==> config.mk <==
export PLATFORM = sky130hd
export DESIGN_NAME = gesture_key_strobe_flat
export DESIGN_NICKNAME = d
export VERILOG_FILES = /design/src/rtl/gesture_key_strobe_pkg.sv /design/src/rtl/gesture_key_strobe_if.sv /design/src/rtl/gesture_key_strobe_flag_sync.sv /design/src/rtl/gesture_key_strobe.sv /design/src/flat_wrapper.sv
export SDC_FILE = /design/constraint.sdc
export NUM_CORES = 1
export LEC_CHECK = 0
export CAP_MARGIN = 20
export CORE_ASPECT_RATIO = 0.7
export CORE_MARGIN = 8
export CORE_UTILIZATION = 50
export CTS_BUF_LIST = sky130_fd_sc_hd__clkbuf_2 sky130_fd_sc_hd__clkbuf_4 sky130_fd_sc_hd__clkbuf_8
export CTS_CLUSTER_SIZE = 40
export DETAILED_ROUTE_END_ITERATION = 8
export GPL_TIMING_DRIVEN = 0
export PLACE_DENSITY = 0.7
export SETUP_SLACK_MARGIN = 0.4
export SLEW_MARGIN = 20
export SYNTH_ARGS = -nofsm -noshare
export SYNTH_HDL_FRONTEND = slang
export SYNTH_HIERARCHICAL = 1
export SYNTH_SLANG_ARGS = --single-unit
export TNS_END_PERCENT = 5
==> constraint.sdc <==
create_clock -name clk -period 4.1 [get_ports clk]
set_clock_uncertainty 0.2 [all_clocks]
set_input_delay 1.025 -clock clk [delete_from_list [all_inputs] [get_ports clk]]
set_output_delay 1.025 -clock clk [all_outputs]
set_load 0.01 [all_outputs]
==> src/rtl/gesture_key_strobe_pkg.sv <==
// Shared types, key codes and helpers for the gesture key strobe block.
package gesture_pkg;

  typedef enum logic [2:0] {
    ST_IDLE,
    ST_QUALIFY,
    ST_LOCKOUT,
    ST_HOLD,
    ST_WAIT_RELEASE
  } gks_state_t;

  localparam logic [3:0] GK_NONE  = 4'b0000;
  localparam logic [3:0] GK_UP    = 4'b0001;
  localparam logic [3:0] GK_DOWN  = 4'b0010;
  localparam logic [3:0] GK_LEFT  = 4'b0100;
  localparam logic [3:0] GK_RIGHT = 4'b1000;

  function automatic logic is_onehot4(input logic [3:0] v);
    return (v != GK_NONE) && ((v & (v - 4'd1)) == GK_NONE);
  endfunction

  function automatic int max3(input int a, input int b, input int c);
    int m;
    m = (a > b) ? a : b;
    return (m > c) ? m : c;
  endfunction

endpackage

==> src/rtl/gesture_key_strobe_if.sv <==
// Gesture flag in / key strobe and status out bundle between decoder side and controller side.
interface gesture_key_strobe_if;
  logic [3:0] flag_in;
  logic [3:0] key_out;
  logic [3:0] last_key;
  logic       busy;
  logic [7:0] key_cnt;

  modport master (
    output flag_in,
    input  key_out,
    input  last_key,
    input  busy,
    input  key_cnt
  );

  modport slave (
    input  flag_in,
    output key_out,
    output last_key,
    output busy,
    output key_cnt
  );
endinterface

==> src/rtl/gesture_key_strobe_flag_sync.sv <==
// Parameter-width two-flop synchroniser with synchronous active-high clear.
module flag_sync #(
  parameter int W = 4
) (
  input  logic         clk,
  input  logic         rst,
  input  logic [W-1:0] d,
  output logic [W-1:0] q
);
  logic [W-1:0] sync_p0;
  logic [W-1:0] sync_p1;

  always_ff @(posedge clk) begin
    if (rst) begin
      sync_p0 <= '0;
      sync_p1 <= '0;
    end else begin
      sync_p0 <= d;
      sync_p1 <= sync_p0;
    end
  end

  assign q = sync_p1;
endmodule

==> src/rtl/gesture_key_strobe.sv <==
// Qualifies the synchronised gesture flag into single-cycle one-hot key strobes with lockout.
// Optional auto-repeat while a gesture is held is compiled in with GESTURE_REPEAT_EN.
module gesture_key_strobe
  import gesture_pkg::*;
#(
  parameter int CLK_HZ     = 50_000_000,
  parameter int STABLE_MS  = 20,
  parameter int LOCKOUT_MS = 300,
  parameter int REPEAT_MS  = 500
) (
  input logic                 clk,
  input logic                 rst,
  gesture_key_strobe_if.slave bus
);
  localparam int STABLE_CYC  = CLK_HZ / 1000 * STABLE_MS;
  localparam int LOCKOUT_CYC = CLK_HZ / 1000 * LOCKOUT_MS;
  localparam int REPEAT_CYC  = CLK_HZ / 1000 * REPEAT_MS;
  localparam int CNT_W       = $clog2(max3(STABLE_CYC, LOCKOUT_CYC, REPEAT_CYC)) + 1;

  localparam logic [CNT_W-1:0] ONE       = CNT_W'(1);
  localparam logic [CNT_W-1:0] STABLE_C  = CNT_W'(STABLE_CYC);
  localparam logic [CNT_W-1:0] LOCKOUT_C = CNT_W'(LOCKOUT_CYC);
`ifdef GESTURE_REPEAT_EN
  localparam logic [CNT_W-1:0] REPEAT_C  = CNT_W'(REPEAT_CYC);
`endif

  logic [3:0]       s2;
  logic             s2_valid;
  gks_state_t       state, state_nx;
  logic [CNT_W-1:0] cnt, cnt_nx;
  logic [3:0]       cand, cand_nx;
  logic             fire;
  logic [3:0]       key_q;
  logic [3:0]       last_q;
  logic [7:0]       key_cnt_q;

  flag_sync #(.W(4)) u_sync (
    .clk (clk),
    .rst (rst),
    .d   (bus.flag_in),
    .q   (s2)
  );

  assign s2_valid = is_onehot4(s2);

  always_ff @(posedge clk) begin
    if (rst) state <= ST_IDLE;
    else     state <= state_nx;
  end

  // cnt is reloaded on every state change so each state counts from a known origin
  always_comb begin
    state_nx = state;
    cnt_nx   = cnt;
    cand_nx  = cand;
    fire     = 1'b0;
    unique case (state)
      ST_IDLE: begin
        if (s2_valid) begin
          cand_nx  = s2;
          cnt_nx   = ONE;
          state_nx = ST_QUALIFY;
        end
      end
      ST_QUALIFY: begin
        if (s2 == cand) begin
          if (cnt == STABLE_C) begin
            fire     = 1'b1;
            cnt_nx   = ONE;
            state_nx = ST_LOCKOUT;
          end else begin
            cnt_nx = cnt + ONE;
          end
        end else if (s2_valid) begin
          cand_nx = s2;
          cnt_nx  = ONE;
        end else begin
          state_nx = ST_IDLE;
        end
      end
      ST_LOCKOUT: begin
        if (cnt == LOCKOUT_C) begin
          if (s2 == GK_NONE) begin
            state_nx = ST_IDLE;
`ifdef GESTURE_REPEAT_EN
          end else if (s2 == last_q) begin
            cnt_nx   = '0;
            state_nx = ST_HOLD;
`endif
          end else begin
            state_nx = ST_WAIT_RELEASE;
          end
        end else begin
          cnt_nx = cnt + ONE;
        end
      end
`ifdef GESTURE_REPEAT_EN
      ST_HOLD: begin
        if (s2 != last_q) begin
          state_nx = ST_WAIT_RELEASE;
        end else if (cnt == REPEAT_C) begin
          fire     = 1'b1;
          cnt_nx   = ONE;
          state_nx = ST_LOCKOUT;
        end else begin
          cnt_nx = cnt + ONE;
        end
      end
`endif
      ST_WAIT_RELEASE: begin
        if (s2 == GK_NONE) state_nx = ST_IDLE;
      end
      default: state_nx = ST_IDLE;
    endcase
  end

  always_comb begin
    bus.busy = (state == ST_LOCKOUT) || (state == ST_HOLD) || (state == ST_WAIT_RELEASE);
  end

  // In HOLD cand still equals last_q, so a repeat strobe re-emits the same code
  always_ff @(posedge clk) begin
    if (rst) begin
      cnt       <= '0;
      cand      <= GK_NONE;
      key_q     <= GK_NONE;
      last_q    <= GK_NONE;
      key_cnt_q <= 8'd0;
    end else begin
      cnt   <= cnt_nx;
      cand  <= cand_nx;
      key_q <= fire ? cand : GK_NONE;
      if (fire) begin
        last_q    <= cand;
        key_cnt_q <= key_cnt_q + 8'd1;
      end
    end
  end

  assign bus.key_out  = key_q;
  assign bus.last_key = last_q;
  assign bus.key_cnt  = key_cnt_q;
endmodule

==> src/flat_wrapper.sv <==
// flat-port wrapper written by rule: the top's interface ports become plain ports
module gesture_key_strobe_flat import gesture_pkg::*;
#(
  parameter int CLK_HZ     = 50_000_000,
  parameter int STABLE_MS  = 20,
  parameter int LOCKOUT_MS = 300,
  parameter int REPEAT_MS  = 500
)
  (clk, rst, bus_flag_in, bus_key_out, bus_last_key, bus_busy, bus_key_cnt);
  gesture_key_strobe_if bus_i ();
  input logic clk;
  input logic rst;
  input wire logic [$bits(bus_i.flag_in)-1:0] bus_flag_in;
  output wire logic [$bits(bus_i.key_out)-1:0] bus_key_out;
  output wire logic [$bits(bus_i.last_key)-1:0] bus_last_key;
  output wire logic [$bits(bus_i.busy)-1:0] bus_busy;
  output wire logic [$bits(bus_i.key_cnt)-1:0] bus_key_cnt;
  assign bus_i.flag_in = bus_flag_in;
  assign bus_key_out = bus_i.key_out;
  assign bus_last_key = bus_i.last_key;
  assign bus_busy = bus_i.busy;
  assign bus_key_cnt = bus_i.key_cnt;
  gesture_key_strobe #(.CLK_HZ(CLK_HZ), .STABLE_MS(STABLE_MS), .LOCKOUT_MS(LOCKOUT_MS), .REPEAT_MS(REPEAT_MS)) u_core (.clk(clk), .rst(rst), .bus(bus_i));
endmodule
# [After elaboration in Yosys (flattened, before gate mapping)]
# Cells that the tools add are included.
[totals] reg_bits=57 in_bits=6 elab_cells=59
[classes] n_addsub=3 n_eq_ne=14 muxes=19 n_bitwise=2 n_reduce_logical=13
[ops] cell="$mux W26" n=4
[ops] cell="$pmux W26 S3" n=1
[ops] cell="$add A26 B1 Y26 const B" n=1
[ops] cell="$eq A26 B20 Y1 const B" n=1
[ops] cell="$eq A26 B24 Y1 const B" n=1
[ops] cell="$mux W3" n=7
[ops] cell="$pmux W3 S4" n=1
[ops] cell="$add A8 B1 Y8 const B" n=1
[ops] cell="$logic_not A4 Y1" n=2
[ops] cell="$mux W4" n=2
[ops] cell="$pmux W4 S2" n=1
[ops] cell="$eq A3 B2 Y1 const B" n=2
[ops] cell="$ne A2 B1 Y1 const B" n=3
[ops] cell="$ne A3 B3 Y1 const B" n=2
[ops] cell="$reduce_and A5 Y1" n=1
[ops] cell="$and A4 B4 Y4" n=1
[ops] cell="$eq A4 B4 Y1" n=1
[ops] cell="$ne A2 B2 Y1 const B" n=2
[ops] cell="$reduce_and A2 Y1" n=2
[ops] cell="$reduce_bool A4 Y1" n=1
[ops] cell="$sub A4 B1 Y4 const B" n=1
[ops] cell="$eq A3 B1 Y1 const B" n=1
[ops] cell="$eq A3 B3 Y1 const B" n=1
[ops] cell="$logic_not A3 Y1" n=1
[ops] cell="other kinds (7)" n=10

# [Longest topological paths before layout]
# Gate-level depths: netlist of the first run.
[logic_depth] word_depth=7 depth_mapped=10 ltp_nobuf=8

# [Hierarchy]
# The synthesis of the first run kept the hierarchy.
[by_module_without_submodules] mod="gesture_key_strobe" instances=1 cells_per_inst=308 area_per_inst_um2=2502.4 seq_area_each_um2=980.9
[by_module_without_submodules] mod="flag_sync" instances=1 cells_per_inst=16 area_per_inst_um2=210.2 seq_area_each_um2=160.2

# [Worst setup path before layout of the first run]
# No wires, ideal clock.
[synth_path] path_kind="register -> register" startpoint="register u_core.cnt[0]" endpoint="register u_core.key_cnt_q[7], in the netlist u_core/bus.key_cnt[7]" setup_ps=128 t_arrival_ps=2053 t_required_ps=3772 slack_ps=1720 path_stages_with_launch=10 synth_period_minus_slack_ps=2380 path_cell_list="dfxtp_1 > inv_1 > ha_1 > nor4bb_1 > nand4_1 > nor4_1 > buf_2 > nand4_1 > xnor2_1 > nor2b_1"
[synth_via] elab_chain_cells=4
[synth_lines] item="start, declared" line_no="gesture_key_strobe.sv:30" source="logic [CNT_W-1:0] cnt, cnt_nx;"
[synth_lines] item="start signal, assigned" line_no="gesture_key_strobe.sv:130" source="cnt <= cnt_nx;"
[synth_lines] item="$eq A26 B20 Y1" line_no="gesture_key_strobe.sv:67" source="if (cnt == STABLE_C) begin"
[synth_lines] item="$mux W1" line_no="gesture_key_strobe.sv:67"
[synth_lines] item="$mux W1" line_no="gesture_key_strobe.sv:66" source="if (s2 == cand) begin"
[synth_lines] item="$mux W1" line_no="gesture_key_strobe.sv:57" source="unique case (state)"
[synth_lines] item="end signal, assigned" line_no="gesture_key_strobe.sv:135" source="key_cnt_q <= key_cnt_q + 8'd1;"
[synth_lines] item="end, declared" line_no="gesture_key_strobe.sv:35" source="logic [7:0] key_cnt_q;"
# No other way between the ends.
# A chain may end at the register's enable or synchronous reset.

# [Final worst setup path of the first run]
[layout_path] startpoint="register u_core.cnt[10]" endpoint="register u_core.key_cnt_q[7], in the netlist u_core/bus.key_cnt[7]"
# Same word-level chain as after synthesis.

==> results.toml, run 1 <==
[clocking]
cts_hold_buf = 0
cts_tree = "yes"
clock_latency_ps = 340
cts_max_path_buffers = 2
clock-sinks = 57
cts_setup_buffers = 0
cts_buffers = 9
cts_root_buffer = "clkbuf_8"
ctsResizeCount = 0
path_clk_slew_ps = 70
htreeDepth = 3

[final_layout]
area.sequential_mm2 = 0.001141
fillCellCount = 451
nNetsFinal = 366
area_growth_pct = 19.19
multi_input_area_mm2 = 0.001478
drive_gt1_share_pct = 9.669
design_area_mm2 = 0.003233
layout.cells.non_filler = 434
mostFrequentLayoutCells = "dfxtp_1, nor2_1, nand2_1, a21oi_1, clkdlybuf4s50_1"
layout_commonest_cell = "dfxtp_1"
antenna_cells = 0

[worst_setup_path]
path_cells = "clkbuf_1 -> nor4b_1 -> nand4_1 -> nor4_1 -> buf_2 -> nand4_1 -> xnor2_1 -> nor2b_1"
crit_buf_inv = 2
slowest_stage = "nor4_1"
crit_family = "simple AND/OR/NAND/NOR gates"
cpPeakStageDelay_ps = 650
start_kind = "register"
cp.arrival_ps = 2950
endpoint_kind = "register"
path_max_fanout = 10
critPathRequiredTime_ps = 4110
worst-path-stages = 8
critPathKind = "register to register"
worstRegToRegCells = 8
crit_top_cell = "nand4_1"

[grt]
grt_pass1_wl_um = 11070
grt_overflow_total = 0
antenna_found_initial = 0
grt_max_degree = 12
grt_use_total_pct = 16.63
grt_pass1_vias = 2296

[logic_synthesis]
synth_compound_area_share_pct = 17.67
synth_top_area_share_pct = 42.07
avgSynthCellArea_um2 = 8.372
yosys.area_share.adder_pct = 1.384
synth_xor_area_share_pct = 3.229
ys_seq_area_share_pct = 42.07
synthMuxAreaShare_pct = 1.476
synth-simple-area-share_pct = 30.72
synthTopCellsByArea = "dfxtp_1, a21oi_1, nor2_1"
syn_area_mm2 = 0.002713
async_flop_share_pct = 0
ys_ff_latch = 57
synth_top_family_by_area = "simple AND/OR/NAND/NOR gates"
synth_edf_count = 0
synth_top_area_cell = "dfxtp_1"
ys.flop_type = "dfxtp_1"
ys_warn_count = 6
synth_cell_types = 53
synth_cells = 324
postSynthNetCount = 333

[power_and_ir_drop]
p_leak_uw = 0.001121
p_per_area_mw_per_mm2 = 371.3
irDropWorstVdd_mv = 0.2249

[die]
initial_core_util_pct = 51.87
die_h_um = 77.63
die_area_mm2 = 0.008076
die_x_um = 104.0
num_io_pins = 23
coreArea_mm2 = 0.005230
fp-row-count = 22

[sta]
fin_ws_ps = 1158
slew-limit-headroom_pct = 40.79
hold_viol = 0
fin_crit_sh_pct = 71.75
min_period_ps = 2942
drv_slew = 0
setup_tns_ps = 0
rsz0062_at_grt = "false"
fmax_mhz = 339.9
tightest_slew_ps = 880.1
finalSetupViolCount = 0

[detailed_routing]
antenna_left = 0
finalWirelength_um = 6599
drcViolationCount = 0
route.vias.total = 2557
viasPerCell = 5.892
drt_first_pass_iters = 5
wl_per_cell_um = 15.21
dr.first_iter.drc_count = 165

[place]
post-place-ws_ps = 926.8
dpl_cell_area_mm2 = 0.003023
dp_hpwl_um = 4703
place_congestion = 0.8901
numPortBuffers = 22
placed_cells = 418

[run]
cap_violations = 0

[hold_path]
hold_class = "register to register"
hold_depth = 1

[outcome]
outcome = "finished, final reports clean"
[stage by stage]
step	hold WS, ps	power [uW]	utilization (%)
3_5_place_dp	225.1	670.4	57.80
4_1_cts	240.0	1216	61.82
2_1_floorplan	213.8	644.2	-
5_1_grt	258.6	1247	61.82
3_3_place_gp	216.4	668.0	57.80
6_report	239.2	1200	61.82
[layer usage]
layer / global-route usage [%] / up-vias / share of wire (%)
met5: 0 / - / 0
met2: 23.88 / 107 / 41
met1: 22.68 / 1187 / 49
met4: 5.468 / 0 / 1.1
li1: - / 1254 / -
met3: 5.693 / 9 / 8.9
[state kept, by name, indices dropped and copies added (netlist names)]
name                   flops
u_core/u_sync/q            4
u_core/bus.key_out         4
u_core/bus.last_key        4
u_core/bus.key_cnt         8
u_core/state               3
u_core/cnt                26
u_core/cand                4
u_core/u_sync/sync_p0      4
[worst reg2reg max path, cell delays in order (launching register included)]
cell      delay [ps]
dfxtp_1          300
clkbuf_1         160
nor4b_1          370
nand4_1          390
nor4_1           660
buf_2            340
nand4_1          140
xnor2_1          140
nor2b_1          120
[where the power goes]
part	total [uW]	leakage (uW)	switching [uW]	internal (uW)
clock network	540	0.000106	220	320
logic	89.9	0.000554	54.9	35.0
registers	570	0.000461	8.26	562
[cells in the mapped netlist, types with 4 or more instances]
library cell  count
dfxtp_1          57
a221o_2           7
and2_1            5
mux2i_1           4
nor4_1            4
nor2b_1           9
nand4_1          12
and3_1           11
nand2_1          32
a41oi_1           4
clkbuf_1          9
nor2_1           40
a31oi_1           5
nor3_1            8
inv_1             5
a21oi_1          31
xnor2_1           7
nand3_1          18
nor4b_1           4
[logic make-up after synthesis]
group                    count (synthesis)
buffers and inverters                   20
flip-flops                              57
adder cells (fa/ha/maj)                  3
AND/OR/NAND/NOR                        161
AO/OA/AOI/OAI                           69
multiplexers                             4
XOR/XNOR                                10
[path summary, 6_finish.rpt]
| check | startpoint | end | slack, ps |
|---|---|---|---|
| worst max-delay path | u_core/cnt[10]$_SDFFE_PP0P_ | u_core/bus.key_cnt[7]$_SDFFE_PP0N_ | 1160 |
| worst min-delay path | u_core/u_sync/sync_p0[0]$_SDFF_PP0_ | u_core/u_sync/q[0]$_SDFF_PP0_ | 240 |
| worst max register to register | u_core/cnt[10]$_SDFFE_PP0P_ | u_core/bus.key_cnt[7]$_SDFFE_PP0N_ | 1160 |
| worst min register to register | u_core/u_sync/sync_p0[0]$_SDFF_PP0_ | u_core/u_sync/q[0]$_SDFF_PP0_ | 240 |
[area by class of cell]
| class | count | share of cell area, % |
|---|---|---|
| Multi-Input combinational cell | 247 | 45.70 |
| Clock buffer | 12 | 4.915 |
| Buffer | 15 | 2.322 |
| Tap cell | 72 | 2.786 |
| Sequential cell | 57 | 35.29 |
| Timing Repair Buffer | 22 | 6.811 |
| Clock inverter | 4 | 1.587 |
| Inverter | 5 | 0.5805 |
No activity file was read; power rests on OpenSTA's default activity.
==> run 2, diff against run 1 <==
Clock period 4.1 ns to 2.8 ns, I/O delays scaled along.
==> results.toml, run 2 (same netlist as run 1, synthesis figures left out) <==
[outcome]
outcome = "finished, final reports clean"

[die]
coreArea_mm2 = 0.005230
die_h_um = 77.63
die_area_mm2 = 0.008076
die_x_um = 104.0
fp-row-count = 22
initial_core_util_pct = 51.87
num_io_pins = 23

[grt]
grt_pass1_wl_um = 11390
top_usage_layer = "met2"
grt_max_degree = 12
met2_usage_pct = 24.78
antenna_found_initial = 0
grt_pass1_vias = 2350
grtUsageMet3_pct = 5.776
grt_overflow_total = 0
grt_use_total_pct = 17.12
use_met1_pct = 23.16

[power_and_ir_drop]
p_per_area_mw_per_mm2 = 504.5
comb_power_share_pct = 9.2
switching_share_pct = 24.06
p_switching_uw = 431.2
irDropWorstVdd_mv = 0.3273
p_seq_share_pct = 46.5
p_total_uw = 1793
clkPwrFrac_pct = 44.3
p_leak_uw = 0.001291
internal-power_uw = 1361

[detailed_routing]
dr.first_iter.drc_count = 232
drt_first_pass_iters = 4
antenna_left = 0
wl_per_cell_um = 15.78
route.vias.total = 2614
drcViolationCount = 0
viasPerCell = 5.848
finalWirelength_um = 7053

[sta]
fmax_mhz = 415.1
finalSetupViolCount = 0
rsz0062_at_grt = "true"
drv_slew = 0
min_period_ps = 2409
hold_viol = 0
fin_ws_ps = 390.8
fin_crit_sh_pct = 86.04
hold_slack_ps = 237.6
tightest_slew_ps = 745.2
slew-limit-headroom_pct = 49.90

[final_layout]
drive_gt1_share_pct = 21.07
area_growth_pct = 31.00
mostFrequentLayoutCells = "dfxtp_1, nor2_1, nand2_1, a21oi_1, clkdlybuf4s50_1"
layout_commonest_cell = "dfxtp_1"
regMostFlops = "u_core/cnt"
antenna_cells = 0
largest_reg_flops = 26
nNetsFinal = 379

[clocking]
cts_hold_buf = 0
cts_max_path_buffers = 2
cts_tree = "yes"
htreeDepth = 3
path_clk_slew_ps = 60
cts_root_buffer = "clkbuf_8"
clock_latency_ps = 340
clock-sinks = 57
cts_buffers = 9

[hold_path]
hold_class = "register to register"

[worst_setup_path]
endpoint_kind = "register"
path_max_fanout = 7
cp.arrival_ps = 2470
critPathKind = "register to register"
start_kind = "register"
critPathRequiredTime_ps = 2860

[run]
cap_violations = 0

[place]
numPortBuffers = 22
place_congestion = 0.8901
dp_hpwl_um = 4703
post-place-ws_ps = -85.41
==> run 2: cell types whose count changed in the layout (fill, tap and decap cells not counted), moves of 3 or more <==
cell      delta
buf_4        +9
buf_6        +6
clkbuf_1     -5
clkbuf_2     +5
dfxtp_1      -6
dfxtp_2      +4
nor3_1       -3
nor4_1       -3
==> run 2: critical path, stage by stage (launching register included) <==
cell	delay (ps)
dfxtp_4	360
or4b_4	540
or4_1	410
o21a_2	250
buf_4	140
nand2_1	180
nand2b_4	110
a2bb2oi_1	150
==> run 2: power groups by stage <==
stage,clock (uW),sequential (uW),combinational [uW]
2_1_floorplan,0,849,94.0
3_3_place_gp,0,852,126
3_5_place_dp,0,853,129
4_1_cts,817,835,141
5_1_grt,849,835,178
6_report,794,834,165
==> run 2: worst paths after layout <==
check / startpoint / endpoint / slack [ps] / depth (start not counted)
max: u_core/cnt[16]$_SDFFE_PP0P_ / u_core/cnt[17]$_SDFFE_PP0P_ / 390 / 7
max reg2reg: u_core/cnt[16]$_SDFFE_PP0P_ / u_core/cnt[17]$_SDFFE_PP0P_ / 390 / 7
min: u_core/u_sync/sync_p0[2]$_SDFF_PP0_ / u_core/u_sync/q[2]$_SDFF_PP0_ / 240 / 1
min reg2reg: u_core/u_sync/sync_p0[2]$_SDFF_PP0_ / u_core/u_sync/q[2]$_SDFF_PP0_ / 240 / 1
==> run 2: stage by stage <==
step	cell area (um^2)	TNS, ps	utilization, %	instances
floorplan	2713	0	-	324
global placement	3023	-274.3	57.80	418
detailed placement	3023	-319.5	57.80	418
CTS	3337	0	63.80	438
global route	3553	0	67.94	447
finish	3553	0	67.94	447
==> run 2: layout make-up <==
cell class | count | area (um^2)
multi-input combinational | 247 | 1653
timing repair buffer | 35 | 334.1
clock inverter | 4 | 51.30
sequential | 57 | 1154
inverter | 5 | 18.77
tap | 72 | 90.09
fill | 417 | 1677
clock buffer | 12 | 158.9
buffer | 15 | 93.84
==> run 2: timing repair <==
| item | 4_1_cts | 5_1_grt |
|---|---|---|
| gates resized for setup | 19 | 38 |
| setup endpoints to repair | 44 | 48 |
| pin swaps | 5 | 15 |
| gates cloned | 0 | 1 |
| buffers inserted | 4 | 8 |
==> run 2: routing by layer <==
metal  vias to the layer above  wire, um
li1                       1283         -
met1                      1214      3345
met2                       106      3027
met3                        11       570
met4                         0       108
met5                         -         0
==> run 3, diff against run 2 <==
Settings changed: CORE_UTILIZATION 50 to 55, GPL_TIMING_DRIVEN 0 to not set, PLACE_DENSITY 0.7 to 0.76.
==> results.toml, run 3 (same netlist as run 1, synthesis figures left out) <==
[detailed_routing]
viasPerCell = 6.023
finalWirelength_um = 7307
dr.first_iter.drc_count = 320
antenna_left = 0
drt_first_pass_iters = 7
wl_per_cell_um = 16.61
drcViolationCount = 0
route.vias.total = 2650

[worst_setup_path]
start_kind = "register"
critPathRequiredTime_ps = 2880
endpoint_kind = "register"
worstRegToRegCells = 8
cpPeakStageDelay_ps = 550
critPathKind = "register to register"
path_max_fanout = 5
path_cells = "or4b_4 -> or4_1 -> o21a_2 -> a21oi_4 -> buf_12 -> clkbuf_16 -> a21oi_1 -> nor2_1"
cp.arrival_ps = 2560
slowest_stage = "or4b_4"

[final_layout]
area_growth_pct = 29.47
drive_gt1_share_pct = 20.22
nNetsFinal = 376
largest_reg_flops = 26
layout_commonest_cell = "dfxtp_1"
regMostFlops = "u_core/cnt"
design_area_mm2 = 0.003512
antenna_cells = 0
fillCellCount = 356
mostFrequentLayoutCells = "dfxtp_1, nor2_1, nand2_1, a21oi_1, clkdlybuf4s50_1"

[grt]
use_met1_pct = 27.07
top_usage_layer = "met1"
grt_pass1_vias = 2322
met2_usage_pct = 26.68
grtUsageMet3_pct = 7.387
antenna_found_initial = 0
grt_overflow_total = 0
grt_use_total_pct = 19.39
grt_max_degree = 36
grt_pass1_wl_um = 11500

[sta]
slew-limit-headroom_pct = 70.89
hold_viol = 0
min_period_ps = 2476
rsz0062_at_grt = "true"
finalSetupViolCount = 0
hold_slack_ps = 238.4
drv_slew = 0
fmax_mhz = 403.8
fin_crit_sh_pct = 88.44
tightest_slew_ps = 433.3
setup_tns_ps = 0

[outcome]
outcome = "finished, final reports clean"

[power_and_ir_drop]
irDropWorstVdd_mv = 0.3444
p_per_area_mw_per_mm2 = 495.3
p_leak_uw = 0.001245

[die]
die_x_um = 99.94
die_area_mm2 = 0.007471
initial_core_util_pct = 57.04
fp-row-count = 21
die_h_um = 74.76
coreArea_mm2 = 0.004756
num_io_pins = 23

[clocking]
clock_latency_ps = 350
cts_buffers = 9
cts_tree = "yes"
cts_max_path_buffers = 2
htreeDepth = 3
clock-sinks = 57
cts_root_buffer = "clkbuf_8"
path_clk_slew_ps = 80

[run]
cap_violations = 0

[place]
place_congestion = 0.9197
dpl_cell_area_mm2 = 0.003083
dp_hpwl_um = 4673
numPortBuffers = 22

[hold_path]
hold_depth = 1
hold_class = "register to register"
[run 3: changes by cell type in the layout (fill, tap and decap cells not counted), moves of 3 or more]
cell | before | now
a21oi_1 | 29 | 26
buf_4 | 11 | 18
buf_6 | 7 | 2
clkbuf_1 | 4 | 0
clkbuf_2 | 5 | 0
dfxtp_1 | 51 | 55
dfxtp_2 | 4 | 1
[run 3: worst max-delay path: cells and delay by family (launching register included)]
kind,cells,cell delay (ps)
flops,1,330
buf+inv,2,290
compound gates,3,450
simple gates,3,1130
[run 3: final timing paths]
kind	start	end	slack, ps
worst max-delay path	u_core/cnt[16]$_SDFFE_PP0P_	u_core/cnt[15]$_SDFFE_PP0P_	320
worst min-delay path	u_core/u_sync/sync_p0[0]$_SDFF_PP0_	u_core/u_sync/q[0]$_SDFF_PP0_	240
worst max register to register	u_core/cnt[16]$_SDFFE_PP0P_	u_core/cnt[15]$_SDFFE_PP0P_	320
worst min register to register	u_core/u_sync/sync_p0[0]$_SDFF_PP0_	u_core/u_sync/q[0]$_SDFF_PP0_	240
[run 3: cell type report]
class / instances / area, um^2 / area share, %
Sequential cell: 57 / 1146 / 32.63
Inverter: 5 / 18.77 / 0.5344
Tap cell: 69 / 86.33 / 2.458
Clock inverter: 2 / 12.51 / 0.3563
Timing Repair Buffer: 46 / 466.7 / 13.29
Multi-Input combinational cell: 248 / 1609 / 45.81
Clock buffer: 13 / 172.7 / 4.916
[run 3: stage by stage]
stage | power [uW] | worst slack (ps) | utilization [%] | std cells
2_1_floorplan | 943.3 | 419.5 | - | 324
3_3_place_gp | 987.0 | 225.3 | 64.83 | 416
3_5_place_dp | 988.0 | 147.9 | 64.83 | 416
4_1_cts | 1698 | 273.5 | 68.75 | 431
5_1_grt | 1821 | 291.4 | 73.85 | 440
6_report | 1740 | 323.6 | 73.85 | 440
[run 3: timing repair]
| item | 4_1_cts | 5_1_grt |
|---|---|---|
| gates resized for setup | 2 | 29 |
| setup buffers | 0 | 5 |
| hold buffers | 0 | 0 |
| cloned | 0 | 4 |
| endpoints found under the setup margin | 29 | 41 |
| pin swaps | 0 | 17 |
[run 3: routing by layer]
layer  vias up  share of wire, %
li1       1276                 -
met5         -                 0
met4         0               1.1
met1      1211                47
met3        17                11
met2       146                42
[run 3: where the power goes]
part / internal (uW) / total [uW] / switching (uW) / leakage (uW)
Clock: 397 / 714 / 317 / 0.0000949
Combinational: 90.8 / 192 / 102 / 0.000688
Sequential: 822 / 833 / 11.1 / 0.000463
